### src/rtl/life_sequencer.sv
// Generation scheduler for the Game of Life board engines: launches INIT or
// UPDATE->COPY on a vsync rising edge, with run/step/speed control and a watchdog.
module life_sequencer #(
  parameter int CLOCK_FREQ  = 24000000,
  parameter int GEN_W       = 16,
  parameter int WDOG_CYCLES = 32768
) (
  input  logic             clk,
  input  logic             reset,
  input  logic             run,
  input  logic             step,
  input  logic             randomize,
  input  logic [1:0]       speed,
  input  logic             vsync,
  input  logic             init_done,
  input  logic             update_done,
  input  logic             copy_done,
  output logic             init_start,
  output logic             update_start,
  output logic             copy_start,
  output logic             busy,
  output logic [1:0]       state,
  output logic [GEN_W-1:0] generation,
  output logic             fault
);

  localparam logic [1:0] IDLE   = 2'd0;
  localparam logic [1:0] INIT   = 2'd1;
  localparam logic [1:0] UPDATE = 2'd2;
  localparam logic [1:0] COPY   = 2'd3;

  localparam int TW = $clog2(CLOCK_FREQ + 1);
  localparam int WW = (WDOG_CYCLES > 2) ? $clog2(WDOG_CYCLES) : 1;

  localparam logic [TW-1:0] IVAL_0    = TW'(CLOCK_FREQ / 10);
  localparam logic [TW-1:0] IVAL_1    = TW'(CLOCK_FREQ / 5);
  localparam logic [TW-1:0] IVAL_2    = TW'(CLOCK_FREQ / 2);
  localparam logic [WW-1:0] WDOG_LAST = WW'(WDOG_CYCLES - 1);

  logic [TW-1:0]    timer, timer_nxt, interval;
  logic [WW-1:0]    wdog, wdog_nxt;
  logic             vsync_q, step_q, vsync_rise, step_rise;
  logic             step_pending, step_pending_nxt;
  logic             boot_pending;
  logic [1:0]       state_nxt;
  logic             init_s, update_s, copy_s, launch;
  logic [GEN_W-1:0] gen_nxt;
  logic             fault_nxt;

  always_comb begin
    case (speed)
      2'd0:    interval = IVAL_0;
      2'd1:    interval = IVAL_1;
      2'd2:    interval = IVAL_2;
      default: interval = '0;
    endcase
  end

  always_comb begin
    state_nxt = state;
    init_s    = 1'b0;
    update_s  = 1'b0;
    copy_s    = 1'b0;
    launch    = 1'b0;
    gen_nxt   = generation;
    fault_nxt = fault;
    wdog_nxt  = '0;
    case (state)
      IDLE: begin
        if (boot_pending) begin
          launch    = 1'b1;
          init_s    = 1'b1;
          state_nxt = INIT;
        end else if (vsync_rise && ((run && (timer >= interval)) ||
                                    (!run && step_pending))) begin
          launch = 1'b1;
          if (randomize) begin
            init_s    = 1'b1;
            state_nxt = INIT;
          end else begin
            update_s  = 1'b1;
            state_nxt = UPDATE;
          end
        end
      end
      INIT: begin
        if (init_done) begin
          state_nxt = IDLE;
          gen_nxt   = '0;
        end else if (wdog == WDOG_LAST) begin
          state_nxt = IDLE;
          fault_nxt = 1'b1;
        end else begin
          wdog_nxt = wdog + 1'b1;
        end
      end
      UPDATE: begin
        if (update_done) begin
          state_nxt = COPY;
          copy_s    = 1'b1;
        end else if (wdog == WDOG_LAST) begin
          state_nxt = IDLE;
          fault_nxt = 1'b1;
        end else begin
          wdog_nxt = wdog + 1'b1;
        end
      end
      default: begin
        if (copy_done) begin
          state_nxt = IDLE;
          gen_nxt   = generation + 1'b1;
        end else if (wdog == WDOG_LAST) begin
          state_nxt = IDLE;
          fault_nxt = 1'b1;
        end else begin
          wdog_nxt = wdog + 1'b1;
        end
      end
    endcase
  end

  // Timer only advances while idle and running; it is frozen during busy phases.
  always_comb begin
    timer_nxt = timer;
    if (launch)
      timer_nxt = '0;
    else if (state == IDLE && run && timer < interval)
      timer_nxt = timer + 1'b1;
  end

  // A new step edge outranks the clear from serving a request in the same cycle.
  always_comb begin
    step_pending_nxt = step_pending;
    if (run)
      step_pending_nxt = 1'b0;
    else if (step_rise)
      step_pending_nxt = 1'b1;
    else if (launch)
      step_pending_nxt = 1'b0;
  end

  always_ff @(posedge clk) begin
    if (reset) begin
      state        <= IDLE;
      busy         <= 1'b0;
      init_start   <= 1'b0;
      update_start <= 1'b0;
      copy_start   <= 1'b0;
      timer        <= '0;
      wdog         <= '0;
      generation   <= '0;
      fault        <= 1'b0;
      step_pending <= 1'b0;
      boot_pending <= 1'b1;
      vsync_q      <= 1'b0;
      step_q       <= 1'b0;
      vsync_rise   <= 1'b0;
      step_rise    <= 1'b0;
    end else begin
      state        <= state_nxt;
      busy         <= (state_nxt != IDLE);
      init_start   <= init_s;
      update_start <= update_s;
      copy_start   <= copy_s;
      timer        <= timer_nxt;
      wdog         <= wdog_nxt;
      generation   <= gen_nxt;
      fault        <= fault_nxt;
      step_pending <= step_pending_nxt;
      boot_pending <= 1'b0;
      vsync_q      <= vsync;
      step_q       <= step;
      vsync_rise   <= vsync & ~vsync_q;
      step_rise    <= step & ~step_q;
    end
  end

endmodule

### config.mk
export PLATFORM = sky130hd
export DESIGN_NAME = life_sequencer
export DESIGN_NICKNAME = d
export VERILOG_FILES = /design/src/rtl/life_sequencer.sv
export SDC_FILE = /design/constraint.sdc
export NUM_CORES = 1
export LEC_CHECK = 0
export ABC_AREA = 1
export CORE_ASPECT_RATIO = 1.1
export CORE_MARGIN = 5
export CORE_UTILIZATION = 30
export DETAILED_ROUTE_END_ITERATION = 7
export GPL_TIMING_DRIVEN = 1
export HOLD_SLACK_MARGIN = 0.08
export SLEW_MARGIN = 30
export SYNTH_ARGS = -nofsm -noshare
export SYNTH_HDL_FRONTEND = slang
export SYNTH_SLANG_ARGS = --single-unit
### constraint.sdc
create_clock -name clk -period 4.6 [get_ports clk]
set_input_delay 0.92 -clock clk [delete_from_list [all_inputs] [get_ports clk]]
set_output_delay 0.92 -clock clk [all_outputs]
set_load 0.02 [all_outputs]
=== Yosys cells after proc, flatten, opt, wreduce, memory -nomap -nowiden ===
Index checks and enable logic that the tools add are counted.

* Bits in registers: 69
* Bits in latches: 0
* RAM bits: 0
* ROM bits: 0
* Input port bits: 11
* Output and inout port bits: 23
* Logic and storage cells: 90
* Memories: 0

* $add $sub $neg: 3
* Multiply operators: 0
* Divide/modulo/power cells: 0
* Order comparisons: 2
* Equal/unequal tests: 9
* Shift-type cells: 0
* Muxes and demuxes: 33
* Bitwise gates (word level): 8
* Reduce and logical (&&, ||, !) cells: 20

{| class="wikitable"
|+ Operator list
! kind !! number
|-
| 24-bit case mux with 3 select lines || 1
|-
| 15-bit 2-to-1 mux || 4
|-
| 15-bit case mux with 3 select lines || 1
|-
| 16-bit 2-to-1 mux || 2
|-
| 16-bit case mux with 2 select lines || 1
|-
| 25-bit by 1-bit adder with 25-bit output, second input constant || 1
|-
| 25-bit >= comparator || 1
|-
| 25-bit < comparator || 1
|-
| 16-bit by 1-bit adder with 16-bit output, second input constant || 1
|-
| 15-bit by 1-bit adder with 15-bit output, second input constant || 1
|-
| 15-bit equality test, second input constant || 1
|-
| 1-bit 2-to-1 mux || 15
|-
| 2-bit 2-to-1 mux || 7
|-
| 2-bit OR reduction || 5
|-
| 2-bit != test, second input constant || 3
|-
| 1-bit inverter || 6
|-
| 2-bit case mux with 3 select lines || 1
|-
| 2-bit nonzero test || 3
|-
| 1-bit logical AND || 5
|-
| 2-bit by 1-bit equality test with 1-bit output, second input constant || 2
|-
| 2-bit equality test, second input constant || 2
|-
| 2-bit zero test || 2
|-
| 4-bit AND reduction || 1
|-
| 4-bit OR reduction || 1
|-
| other kinds (6) || 7
|}

=== Depth between registers and ports, before layout ===
* Depth after elaboration: 11
* Mapped depth: 18
* Depth with buffers taken out: 18

=== Worst setup path after synthesis ===
No wires, ideal clock.

* Path kind: in2reg
* From: in speed[0]
* To: reg timer[10]
* Setup time: 0.070 ns
* Arrival: 2.533 ns
* Required time: 4.530 ns
* Path slack: 1.997 ns
* Cell stages on the path: 16
* Path buffers: 1
* Cells stage by stage: inv_1 > ha_1 > inv_1 > ha_1 > nand2_1 > inv_1 > o21ai_0 > nand2_1 > nor2_1 > nand2_1 > nand2_1 > nand3_1 > nand2_1 > nand3_2 > buf_2 > a21oi_1

* Cells in the longest elaborated chain, start to end: 10
* Elaborated cells between the ends (all ways): 14
* Classes of those cells: order compare (2); eq/ne (2); mux (4); reduce/logical (6)

{| class="wikitable"
|+ Ends and longest elaborated chain
! element !! RTL line !! RTL
|-
| start: declaration || 13 || <nowiki>input logic [1:0] speed,</nowiki>
|-
| 2-bit equality test (tied with other cells) || 51 || <nowiki>case (speed)</nowiki>
|-
| 24-bit case mux with 3 select lines (*) || 51 ||
|-
| 25-bit >= comparator || 74 || <nowiki>end else if (vsync_rise && ((run && (timer >= interval)) ||</nowiki>
|-
| 1-bit logical AND || 74 ||
|-
| 1-bit logical OR || 74 ||
|-
| 1-bit logical AND || 74 ||
|-
| 1-bit 2-to-1 mux || 74 ||
|-
| 1-bit 2-to-1 mux || 70 || <nowiki>if (boot_pending) begin</nowiki>
|-
| 1-bit 2-to-1 mux || 68 || <nowiki>case (state)</nowiki>
|-
| 2-bit OR reduction (no line) || - ||
|-
| end signal: assignment || 165 || <nowiki>timer <= timer_nxt;</nowiki>
|-
| end: declaration || 40 || <nowiki>logic [TW-1:0] timer, timer_nxt, interval;</nowiki>
|}

Every way passes the cells marked *; elsewhere a longest branch is shown, timed or not.
A chain may end at the register's enable or synchronous reset.

=== Final worst setup path ===
* From: in speed[0]
* To: reg timer[2]

Same word-level chain as after synthesis.

==> run metrics <==
status finished clean; Root Buffer clkbuf_16; crit-path most repeated cell nand2_1; core area 13,000 sq um; initial antenna violation count 0; vias per cell 4.69; Clk Latency, worst-skew pair 0.33 ns; worst hold path class flop to flop; Clk network pwr share 49.8%; routed len/inst 11.7 um; Post-synth EDFFs 0; RSZ-0062 raised after global routing no; Area contributors post-synth dfxtp_1, nand2_1, inv_1; Largest delay share family, worst path simple AND/OR/NAND/NOR gates; post-synthesis average cell area 6.96 sq um; area share of fa/ha/maj cells after synthesis 7.61%; FF/Latch Area 1380 sq um; sequential fraction of design power 43.8%; Synth Warn # 0; layout cells sized above 1 6.10%; dominant cell type by area after synthesis dfxtp_1; clock sink count 69; WHS 0.386 ns; largest family of logic cells by synthesized area simple AND/OR/NAND/NOR gates; multi-input logic area 2180 sq um; postcts setup bufs 0; NetSw 0.329 mW; total grt overflow 0; worst-margin pin slew 0.548 ns; cells after synthesis 567; Die Ht 130 um; fin. max-slew vios 0; # DRC 0; Lkg Pwr 2.03 nW; Int Pwr 1.06 mW; via total after detailed routing 3,604; Longest Clk Path Bufs 2; post-route ant nets 0; Synth Area in XOR/XNOR 5.55%; CTS tree built; routability cong. 0.886; CTS Hold Bufs 0; final setup TNS 0 ns; # rows 44; arrival time at the worst endpoint 3.65 ns; Yosys reg bits 69; sequential share of the synthesized area 35.0%; top post-synthesis cells by count nand2_1, inv_1, dfxtp_1, nor2_1, a21oi_1; final setup fails 0; crit share post-route 74.0%; first-pass GRT wire length 15,700 um; hpwl dp 6900 um; area of the mapped netlist 3950 sq um; startpoint types input pin; crit path time final 3.40 ns; top-count cell post-synth nand2_1; Total GRT Usage 12.2%; Die Area 15,500 sq um; Ant. Diodes 0; Worst Path Buf+Inv 4; CP endpoint kind flop; fin nets 637; Max IR drop VDD 0.000130 V; worst path cell trace clkdlybuf4s50_1 > inv_1 > ha_1 > inv_1 > ha_1 > nand2_1 > inv_1 > o21ai_0 > nand2_1 > nor2_1 > nand2_1 > nand2_1 > nand3_1 > nand2_1 > nand3_2 > nor3_1; post-CTS sizing 0; vias in the first global route 3,504; Post-Syn Nets 602; Main synth FF type dfxtp_1; Max Clock Freq 0.294 GHz; fillcell total 1,355; Simple-Gate Fraction of Synth Area 33.1%; num ports 34; ys async rst share 0%; Yosys top cell area share 35.0%; Max Cap Viol 0; Crit path required time 4.84 ns; IO Port Bufs 33; Initial Util 30.2%; mux cell area share after synthesis 0%; distinct cell type count after synthesis 38; largest net degree at the start of global routing 26; final wirelength 9010 um; Critical Setup Path Class input pin to flop; Comb pwr share 6.4%; Area growth syn-to-layout 19.8%; H-tree levels 3; compound-gate portion of the synthesized area 9.01%; drt initial violations 209; Power Dens Cells 293 nW/um^2; drt first pass iters 4; DIE WIDTH 119 um; CP Max Fanout 25; sw frac 23.8%; Slew headroom 63.4%; CP max-delay cell clkdlybuf4s50_1; Clk pin slew, worst setup/hold paths 0.06 ns; Final Hold Vio Count 0; CP peak stage delay 0.59 ns; CTS Buf Count 9; Final Skew 0.0102 ns
## power groups by stage
stage	clock network (mW)	logic (mW)	registers [mW]
2_1_floorplan	0	0.0573	0.623
3_3_place_gp	0	0.0873	0.621
3_5_place_dp	0	0.0886	0.621
4_1_cts	0.712	0.0893	0.608
5_1_grt	0.739	0.101	0.608
6_report	0.691	0.0881	0.608
## routing by layer
metal | part of all wire, % | vias up | GRT usage [%]
li1 | - | 1877 | -
met1 | 45 | 1636 | 14.7
met2 | 49 | 75 | 21.4
met3 | 4.1 | 16 | 2.69
met4 | 1.8 | 0 | 4.72
met5 | 0 | - | 0
## cell usage in the layout, fill, tap and decap left out, drive strengths merged
cell and count:
nand2 140, inv 87, nor2 74, dfxtp 69, a21oi 42, clkdlybuf4s50 33
nand3 32, ha 24, xor2 20, nand4 16, o21ai 14, nor3 14
clkbuf 10, nor4 5, xnor2 5, a31oi 3, o21a 2, nand3b 2
o211ai 2, clkinvlp 2, clkinv 2, or2 2, o31ai 1, nor3b 1
a211oi 1, and3b 1, o21bai 1, bufinv 1, buf 1
## layout make-up
| class | count | area share, % |
|---|---|---|
| Multi-Input combinational cell | 402 | 46.2 |
| Sequential cell | 69 | 29.2 |
| Timing Repair Buffer | 34 | 7.15 |
| Inverter | 86 | 6.83 |
| Clock buffer | 10 | 4.85 |
| Tap cell | 161 | 4.26 |
| Clock inverter | 6 | 1.51 |
## cells by family (layout without fill, tap and decap cells)
group / after synthesis / in the layout
simple gates: 287 / 287
xor+xnor: 25 / 25
flops: 69 / 69
buf+inv: 96 / 136
compound gates: 66 / 66
fa+ha+maj: 24 / 24
## registers in the layout (all words and copies together), names as in the netlist, 2 cells and up
| signal | cells |
|---|---|
| wdog | 15 |
| state | 2 |
| timer | 25 |
| generation | 16 |
## path summary, 6_finish.rpt
| path | startpoint | to | slack (ns) | cells past startpoint |
|---|---|---|---|---|
| max | speed[0] | timer[2]$_SDFFE_PP0P_ | 1.20 | 16 |
| min | vsync_q$_SDFF_PP0_ | vsync_rise$_SDFF_PP0_ | 0.39 | 1 |
| max reg2reg | timer[18]$_SDFFE_PP0P_ | timer[2]$_SDFFE_PP0P_ | 2.32 | 12 |
| min reg2reg | vsync_q$_SDFF_PP0_ | vsync_rise$_SDFF_PP0_ | 0.39 | 1 |
## stage by stage
step / setup WS, ns / power [mW] / utilization, % / cell area (sq um) / std cells
2_1_floorplan: 2.00 / 0.680 / - / 3950 / 567
3_3_place_gp: 0.935 / 0.708 / 33.9 / 4420 / 752
3_5_place_dp: 0.852 / 0.709 / 33.9 / 4420 / 752
4_1_cts: 1.20 / 1.41 / 36.2 / 4720 / 768
5_1_grt: 0.863 / 1.45 / 36.2 / 4720 / 768
6_report: 1.20 / 1.39 / 36.2 / 4720 / 768
(Power assumes the default switching activity.)
